**src/rtl/lfsr_gen.sv**
```systemverilog
// lfsr_gen -- parametrised LFSR pattern generator.
//
// Produces a pseudo-random state word plus a serial bit, using either a
// Fibonacci or a Galois update. Includes runtime seed loading, a guard that
// keeps the register out of the all-zero state, and period detection.
//
// Parameters
//   WIDTH  state width in bits (2..32)
//   TAPS   feedback mask; default x^4+x^3+1 (maximal, period 15 at WIDTH=4)
//   SEED   reset and fallback state; must be nonzero
//
// Ports
//   clk      rising-edge clock
//   rst      synchronous active-high reset
//   en       advance one step this cycle
//   load     load seed_in this cycle (wins over en)
//   seed_in  value loaded by load; zero is replaced with SEED
//   mode     0 = Fibonacci, 1 = Galois; sampled on every step
//   out      current state (registered)
//   bit_out  serial output, out[WIDTH-1]
//   wrap     one-cycle pulse when a step returns state to the run's start value
//   period   steps taken by the last completed run; 0 until the first wrap
//   lockup   one-cycle pulse when a zero seed load was replaced with SEED
module lfsr_gen #(
  parameter int unsigned            WIDTH = 4,
  parameter logic [WIDTH-1:0]       TAPS  = 4'b1001,
  parameter logic [WIDTH-1:0]       SEED  = {{(WIDTH-1){1'b0}}, 1'b1}
) (
  input  logic             clk,
  input  logic             rst,
  input  logic             en,
  input  logic             load,
  input  logic [WIDTH-1:0] seed_in,
  input  logic             mode,
  output logic [WIDTH-1:0] out,
  output logic             bit_out,
  output logic             wrap,
  output logic [WIDTH-1:0] period,
  output logic             lockup
);

  localparam logic [WIDTH-1:0] ONE = {{(WIDTH-1){1'b0}}, 1'b1};

  logic [WIDTH-1:0] state;
  logic [WIDTH-1:0] start;
  logic [WIDTH-1:0] cnt;

  logic             fib_fb;
  logic [WIDTH-1:0] fib_next;
  logic [WIDTH-1:0] gal_next;
  logic [WIDTH-1:0] next;
  logic [WIDTH-1:0] cnt_inc;

  // Both structures are computed every cycle; mode only selects, so a mode
  // change mid-run simply takes effect on the next step.
  always_comb begin
    fib_fb   = ^(state & TAPS);
    fib_next = {state[WIDTH-2:0], fib_fb};
    // Galois: shift left, fold the outgoing MSB back in through the tap mask.
    gal_next = {state[WIDTH-2:0], 1'b0} ^ ({WIDTH{state[WIDTH-1]}} & TAPS);
    next     = mode ? gal_next : fib_next;
    cnt_inc  = cnt + ONE;
  end

  always_ff @(posedge clk) begin
    if (rst) begin
      state  <= SEED;
      start  <= SEED;
      cnt    <= '0;
      period <= '0;
      wrap   <= 1'b0;
      lockup <= 1'b0;
    end else begin
      // Pulses default low; the branches below raise them for one cycle.
      wrap   <= 1'b0;
      lockup <= 1'b0;
      if (load) begin
        // A load always restarts period measurement; period itself holds.
        cnt <= '0;
        if (seed_in != '0) begin
          state <= seed_in;
          start <= seed_in;
        end else begin
          // All-zero is the LFSR's fixed point; never let it in.
          state  <= SEED;
          start  <= SEED;
          lockup <= 1'b1;
        end
      end else if (en) begin
        state <= next;
        // Compare the incoming state so wrap lines up with out showing start.
        if (next == start) begin
          wrap   <= 1'b1;
          period <= cnt_inc;
          cnt    <= '0;
        end else begin
          cnt <= cnt_inc;
        end
      end
    end
  end

  assign out     = state;
  assign bit_out = state[WIDTH-1];

endmodule
```
**config.mk**
```make
export PLATFORM = sky130hd
export DESIGN_NAME = lfsr_gen
export DESIGN_NICKNAME = d
export VERILOG_FILES = /design/src/rtl/lfsr_gen.sv
export SDC_FILE = /design/constraint.sdc
export NUM_CORES = 1
export LEC_CHECK = 0
export ABC_AREA = 1
export BUFFER_PORTS_ARGS = -buffer_cell sky130_fd_sc_hd__buf_2
export CAP_MARGIN = 20
export CORE_MARGIN = 1
export CORE_UTILIZATION = 49
export CTS_CLUSTER_SIZE = 10
export DETAILED_ROUTE_END_ITERATION = 7
export HOLD_SLACK_MARGIN = 0.15
export MAX_ROUTING_LAYER = met4
export PLACE_DENSITY = 0.74
export SETUP_SLACK_MARGIN = 0.5
export SLEW_MARGIN = 20
export SYNTH_ARGS = -nofsm -noshare
export SYNTH_HDL_FRONTEND = slang
export SYNTH_SLANG_ARGS = --single-unit
```
**constraint.sdc**
```tcl
create_clock -name clk -period 1.4 [get_ports clk]
set_clock_uncertainty 0.15 [all_clocks]
set_input_delay 0.07 -clock clk [delete_from_list [all_inputs] [get_ports clk]]
set_output_delay 0.07 -clock clk [all_outputs]
set_load 0.01 [all_outputs]
```
# Word level (Yosys, flattened, before mapping)
# Cells that the tools add are included.
# word_totals
register_bits	18
latch_bits	0
mem_bits_rw	0
romBits	0
in_bits	9
mem_count	0
# classes
addsub	1
mul	0
n_div	0
order_cmp	0
n_eq_ne	1
shifts	0
mux	7
n_bitwise	3
reduce_logical	7
# op_table
op	count
2-to-1 mux 4 bit	5
adder 4 x 1 -> 4 bit (second input constant)	1
equality test 4 bit	1
nonzero test 4 bit	1
OR reduction 2 bit	2
XOR reduction 4 bit	1
XOR 4 bit	1
AND reduction 3 bit	1
OR reduction 3 bit	1
2-to-1 mux 1 bit	2
inverter 1 bit	2
nonzero test 2 bit	1

# Logic depth before layout (Yosys ltp)
# Gate-level depths: netlist of run 1.
# depth
word_depth	4
ltp_mapped	10
depth_no_buf	10

# Worst setup path before layout of run 1
# Ideal clock, no wire load.
# synth_path
kind	register -> register
from	reg state[3], in the netlist out[3]
to	reg period[0]
setup_time_ps	113
arrival_ps	1070
required_time_ps	1137
path_slack_ps	66
stages_incl_launch_ff	8
path_cell_list	dfxtp_1 > nand2_1 > nand2_2 > nand3_1 > nand2_2 > nand4_4 > nor2_1 > nor2_1
# synth_via
elab_chain_cells	4
# synth_lines
element	line_no	rtl
start: declaration	44	logic [WIDTH-1:0] state;
start signal: assignment	81	state <= seed_in;
start signal: assignment	90	state <= next;
XOR reduction 4 bit / XOR 4 bit (equally long branches)	57, 60	
2-to-1 mux 4 bit *	61	next = mode ? gal_next : fib_next;
equality test 4 bit *	92	if (next == start) begin
AND reduction 3 bit (no line) *	--	
end signal: assignment	94	period <= cnt_inc;
end: declaration	38	output logic [WIDTH-1:0] period,
# Every way passes the cells marked *; elsewhere a longest branch is shown, timed or not.
# A chain may end at the register's enable or synchronous reset.

# Worst setup path after layout of run 1
# layout_path
from	reg state[3], in the netlist out[3]
to	reg period[3]
# Same word-level chain as after synthesis.

==> results of run 1 <==
## metal layers
metal | share of wire [%] | up-vias | track usage, %
met2 | 50 | 19 | 39.10
met4 | 1.7 | 0 | 9.091
li1 | - | 436 | -
met5 | 0 | - | -
met1 | 45 | 402 | 27.60
met3 | 2.9 | 6 | 2.500
## cell usage after synthesis (2+ instances only)
cell / n / area (sq um)
o221ai_1: 2 / 17.52
nand2_1: 29 / 108.9
nand2_2: 4 / 25.02
xor2_1: 3 / 26.28
nor2_1: 14 / 52.55
nand3_1: 9 / 45.04
dfxtp_1: 18 / 360.4
o21ai_0: 3 / 15.01
buf_4: 2 / 15.01
a21oi_1: 7 / 35.03
inv_1: 20 / 75.07
## metrics by stage
step	cells	area, sq um
floorplan	121	874.6
global placement	153	969.7
detailed placement	153	969.7
CTS	161	1136
global route	163	1236
finish	163	1236
## power by group through the flow
stage | logic (W) | registers (W) | clock network (W)
finish | 0.000234 | 0.000556 | 0.000325
global route | 0.000254 | 0.000559 | 0.000353
CTS | 0.000189 | 0.000553 | 0.000329
global placement | 0.000148 | 0.000561 | 0
floorplan | 0.000102 | 0.000565 | 0
detailed placement | 0.000150 | 0.000562 | 0
## timing repair
item                                    CTS  global route
buffers inserted                          3             2
hold endpoints to repair                 18            18
pin swaps                                 3            12
endpoints found under the setup margin   24            26
cloned                                    0             1
gates resized for setup                  25            24
## sequential cells by signal, indices dropped and copies added, names as in the netlist
| name | cells |
|---|---|
| start | 4 |
| period | 4 |
| out | 4 |
| wrap | 1 |
| cnt | 4 |
| lockup | 1 |
## cells in the final DEF, fill, tap and decap left out, types with 2 or more instances in the layout
master    count
nand2_2      10
xor2_1        2
dfxtp_2       5
o221ai_2      2
nand2_4       3
o21ai_2       2
nand3_1       6
buf_2         9
a21oi_2       2
dfxtp_1       9
buf_4         4
clkbuf_4      3
a21oi_1       5
nand3_2       3
dfxtp_4       4
nor2_1       13
inv_2         4
buf_6        11
inv_1        16
nand2_1      20
## critical path, delay by kind of cell (launching register included)
kind	cells	cell delay, ns
buffers and inverters	1	0.06
flip-flops	1	0.39
AND/OR/NAND/NOR	7	0.66
## area by class of cell
cell class | count | area (sq um)
tap | 16 | 20.02
timing repair buffer | 24 | 198.9
fill | 106 | 340.3
inverter | 21 | 81.33
clock buffer | 4 | 36.28
multi-input combinational | 80 | 518.0
sequential | 18 | 381.6
## how the worst max path moves through the flow
stage | end | cells after the start | slack, ns | start
global placement | period[2] | 5 | 0.13 | out[0]
global route | period[0] | 9 | -0.03 | out[3]
finish | period[3] | 8 | 0.03 | out[3]
CTS | period[1] | 6 | 0.06 | out[0]
floorplan | period[0] | 5 | 0.18 | out[0]
detailed placement | period[1] | 9 | 0.09 | out[2]
## cell families (layout without fill, tap and decap cells)
logic type	after synthesis	count (layout)	synth area share, %
buffers and inverters	24	49	11.46
adder cells (fa/ha/maj)	1	1	1.451
AND/OR/NAND/NOR	59	60	31.06
flip-flops	18	18	41.80
AO/OA/AOI/OAI	15	15	10.16
XOR/XNOR	4	4	4.065
==> impl_metrics.json, run 1 <==
{
  "hp-start": "rst",
  "switching_share_pct": 29.31,
  "tightestPinTransition_ns": 0.2501,
  "ioPinCount": 20,
  "min_path_type": "in2reg",
  "setup-tns-final_ns": 0,
  "critPathMaxStageDelay_ns": 0.39,
  "yosys_warnings": 0,
  "slew_violations": 0,
  "cts.path.max_buffers": 2,
  "routed_via_density": 5.294,
  "drc": 0,
  "power_frac_seq_pct": 49.9,
  "p_comb_share_pct": 21.0,
  "synth_ff_type": "dfxtp_1",
  "start_util_pct": 54.68,
  "area_delta_synth_final_pct": 43.40,
  "period_minus_slack_ns": 1.373,
  "htree_levels": 1,
  "grt_usage_pct": 22.95,
  "cts_made_buffers": 3,
  "violations": "negative hold slack",
  "wl_per_cell_um": 13.01,
  "io_buffers": 19,
  "rows": 14,
  "synth-seq-cells": 18,
  "timing_hold_violations_final": 13,
  "synth_cell_types": 21,
  "overflow": 0,
  "die_area_sq_um": 1931,
  "final-setup-viol-count": 0,
  "worstSetupEndpointType": "flip-flop",
  "hold_path_depth": 2,
  "async_flop_share_pct": 0,
  "antennaDiodeCount": 0,
  "hold_path_end": "out[3]",
  "critPathRequiredTime_ns": 1.44,
  "clockRootBuffer": "clkbuf_4",
  "yosysSeqAreaShare_pct": 41.80,
  "fin_crit_sh_pct": 98.05,
  "final_layout_size_suffix_gt1_share_pct": 46.94,
  "die_w_um": 43.95,
  "crit_type": "reg2reg",
  "rsz0062_at_grt": "yes",
  "dr.pass1.iters": 6,
  "reg2reg_depth": 8,
  "place_hpwl_mm": 1.344,
  "ir_worst_vdd_v": 0.0006757,
  "whs_ns": -0.1082,
  "r2r-start": "out[3]",
  "crit_arrival_ns": 1.42,
  "clock_latency_ns": 0.30,
  "antenna_found_initial": 0,
  "synth_cells": 121,
  "power_w": 0.001114,
  "p_sw_w": 0.0003266,
  "p_int_w": 0.0007877,
  "synth_area_sq_um": 862.1,
  "cts_sinks": 18,
  "vias": 863,
  "status": "finished with violations",
  "cts_tree": "done",
  "drtIter0Drc": 14,
  "r2r_slack_ns": 0.03,
  "fmax_mhz": 728.5,
  "setup_slack_ns": 0.02736,
  "grt_max_degree": 11,
  "leakage_nw": 0.5959,
  "worstPathCellList": "inv_2 > nand3_2 > nand2_2 > nand2_2 > nand2_4 > nand4_2 > nor2_1 > nor2_1",
  "coreArea_sq_um": 1577,
  "cp_max_fo": 6,
  "power_density_nw_per_um2": 901.4,
  "synth.net_count": 131,
  "synth_edf_count": 0,
  "syn_area_per_cell_sq_um": 7.125,
  "utilization_pct": 78.41,
  "dieHeight_um": 43.95,
  "grt_pass1_vias": 767,
  "place_worst_setup_slack_ns": 0.08734,
  "grt_pass1_wl_mm": 3.153,
  "r2r-end": "period[3]",
  "gp_congestion": 0.7905,
  "clkPwrFrac_pct": 29.1,
  "cts_hold_buffers": 1,
  "cp_slowest_cell": "dfxtp_4",
  "drv_cap": 0,
  "wl_mm": 2.120,
  "final_antenna_net_count": 0,
  "clkSlewWorstSetupHoldPaths_ns": 0.11,
  "relSlewSlack_pct": 83.27,
  "start_kind": "flip-flop",
  "nNetsFinal": 158
}
No activity file was read; power rests on OpenSTA's default activity.
==> inputs of run 2 (changes only) <==
--- a/config.mk
+++ b/config.mk
@@ -8,13 +8,15 @@
 export ABC_AREA = 1
 export BUFFER_PORTS_ARGS = -buffer_cell sky130_fd_sc_hd__buf_2
 export CAP_MARGIN = 20
+export CELL_PAD_IN_SITES_DETAIL_PLACEMENT = 0
+export CELL_PAD_IN_SITES_GLOBAL_PLACEMENT = 1
 export CORE_MARGIN = 1
-export CORE_UTILIZATION = 49
+export CORE_UTILIZATION = 36
 export CTS_CLUSTER_SIZE = 10
 export DETAILED_ROUTE_END_ITERATION = 7
 export HOLD_SLACK_MARGIN = 0.15
 export MAX_ROUTING_LAYER = met4
-export PLACE_DENSITY = 0.74
+export PLACE_DENSITY_LB_ADDON = 0.1
 export SETUP_SLACK_MARGIN = 0.5
 export SLEW_MARGIN = 20
 export SYNTH_ARGS = -nofsm -noshare
==> run 2 against run 1 <==
The run still ends with negative hold slack left. Sequential power hardly changed. Cell count is 8.6% higher. Sequential cell count stayed put. Final area is 4.0% higher. Sequential share of layout area is 1.4 points lower. Hold slack better by 0.0043 ns. Register-to-register slack better by 0.03 ns. Largest power group unchanged.
==> impl_metrics.json, run 2 (same netlist as run 1, synthesis figures left out) <==
{
  "clkSlewWorstSetupHoldPaths_ns": 0.11,
  "timing_hold_violations_final": 13,
  "overflow": 0,
  "final_common_cell": "nand2_1",
  "hold_path_end": "lockup",
  "slew_violations": 0,
  "hp-start": "seed_in[1]",
  "r2r-end": "period[2]",
  "nNetsFinal": 160,
  "instances_no_fill": 177,
  "place_worst_setup_slack_ns": 0.07921,
  "worstPathCellList": "nand2_2 > nand2_2 > nand3_1 > nand2_4 > nand4_4 > nand2_2 > nand2_2 > nor2_1",
  "cts.path.max_buffers": 2,
  "crit_type": "reg2reg",
  "clock_latency_ns": 0.29,
  "rsz0062_at_grt": "yes",
  "crit_arrival_ns": 1.43,
  "area_delta_synth_final_pct": 49.20,
  "die_area_sq_um": 2594,
  "start_kind": "flip-flop",
  "ioPinCount": 20,
  "cts_sinks": 18,
  "drc": 0,
  "dieHeight_um": 50.94,
  "cts_hold_buffers": 1,
  "fill_cells": 202,
  "io_buffers": 19,
  "violations": "negative hold slack",
  "cp_slowest_cell": "dfxtp_4",
  "grt_pass1_vias": 725,
  "cts_made_buffers": 3,
  "fin_crit_sh_pct": 96.11,
  "wl_per_cell_um": 11.62,
  "dr.pass1.iters": 5,
  "whs_ns": -0.1039,
  "gp_congestion": 0.8251,
  "critPathMaxStageDelay_ns": 0.41,
  "leakage_nw": 0.5997,
  "reg2reg_depth": 8,
  "power_density_nw_per_um2": 882.2,
  "setup-tns-final_ns": 0,
  "critPathRequiredTime_ns": 1.49,
  "clockRootBuffer": "clkbuf_4",
  "relSlewSlack_pct": 79.04,
  "cpMostUsedCell": "nand2_2",
  "antennaDiodeCount": 0,
  "coreArea_sq_um": 2233,
  "wl_mm": 2.056,
  "cp_max_fo": 5,
  "drtIter0Drc": 18,
  "r2r_slack_ns": 0.05,
  "r2r-start": "out[0]",
  "vias": 848,
  "drv_cap": 0,
  "ir_worst_vdd_v": 0.0005108,
  "placed_cells": 165,
  "utilization_pct": 57.59,
  "grt_max_degree": 11,
  "grt_usage_pct": 17.36,
  "status": "finished with violations",
  "rows": 17,
  "routed_via_density": 4.791,
  "cts_tree": "done",
  "start_util_pct": 38.60,
  "hold_path_depth": 4,
  "setup_slack_ns": 0.05447,
  "layout_common_cells": "nand2_1 (20), inv_1 (18), buf_6 (13), nand2_2 (11), nor2_1 (11)",
  "period_minus_slack_ns": 1.346,
  "grt_pass1_wl_mm": 3.256,
  "final-setup-viol-count": 0,
  "antenna_found_initial": 0,
  "htree_levels": 1,
  "power_w": 0.001135,
  "final_antenna_net_count": 0,
  "die_w_um": 50.94,
  "min_path_type": "in2reg",
  "place_hpwl_mm": 1.360,
  "tightestPinTransition_ns": 0.3140,
  "final_layout_size_suffix_gt1_share_pct": 46.31,
  "fmax_mhz": 743.2,
  "worstSetupEndpointType": "flip-flop"
}
==> run 2: cell type report <==
class                      count  area (sq um)  area share (%)
timing repair buffer          26         221.5           17.22
sequential                    18         379.1           29.47
inverter                      21         81.33           6.323
multi-input combinational     80         533.0           41.44
clock buffer                   4         36.28           2.821
tap                           28         35.03           2.724
==> run 2: per-stage QoR <==
step                      instance area (sq um)  hold slack, ns
after CTS                                  1087         -0.1213
final                                      1286         -0.1039
after global routing                       1286        -0.09819
after detailed placement                  984.7          0.1967
after global placement                    984.7          0.1922
after floorplan                           874.6         0.06216
==> run 2: where the power goes <==
group          leakage [nW]  switching (W)  internal, W
Combinational         0.427       0.000140     0.000110
Sequential            0.151      0.0000258     0.000533
Clock                0.0210       0.000167     0.000158
==> run 2: metal layers <==
metal	part of all wire, %	track usage [%]	vias to the layer above
li1	-	-	436
met1	47	23.87	386
met2	48	25.88	24
met3	4.1	2.679	2
met4	0.54	5.556	0
met5	0	-	-
==> run 2: worst max path at each step <==
stage | startpoint | to | slack, ns
floorplan | out[0] | period[0] | 0.18
global placement | out[2] | period[2] | 0.09
detailed placement | out[2] | period[1] | 0.08
CTS | out[3] | period[1] | 0.08
global route | out[0] | period[2] | -0.08
finish | out[0] | period[2] | 0.05
==> run 2: repair_timing <==
action / 4_1_cts / 5_1_grt
endpoints found under the setup margin: 24 / 27
pin swaps: 1 / 14
buffers inserted: 2 / 5
endpoints found under the hold margin: 18 / 15
cloned: 0 / 1
gates resized for setup: 10 / 39
==> run 2: worst max-delay path, delay by kind of cell, from the launching register on <==
family        cells  cell delay (ns)
flops             1             0.41
simple gates      8             0.72
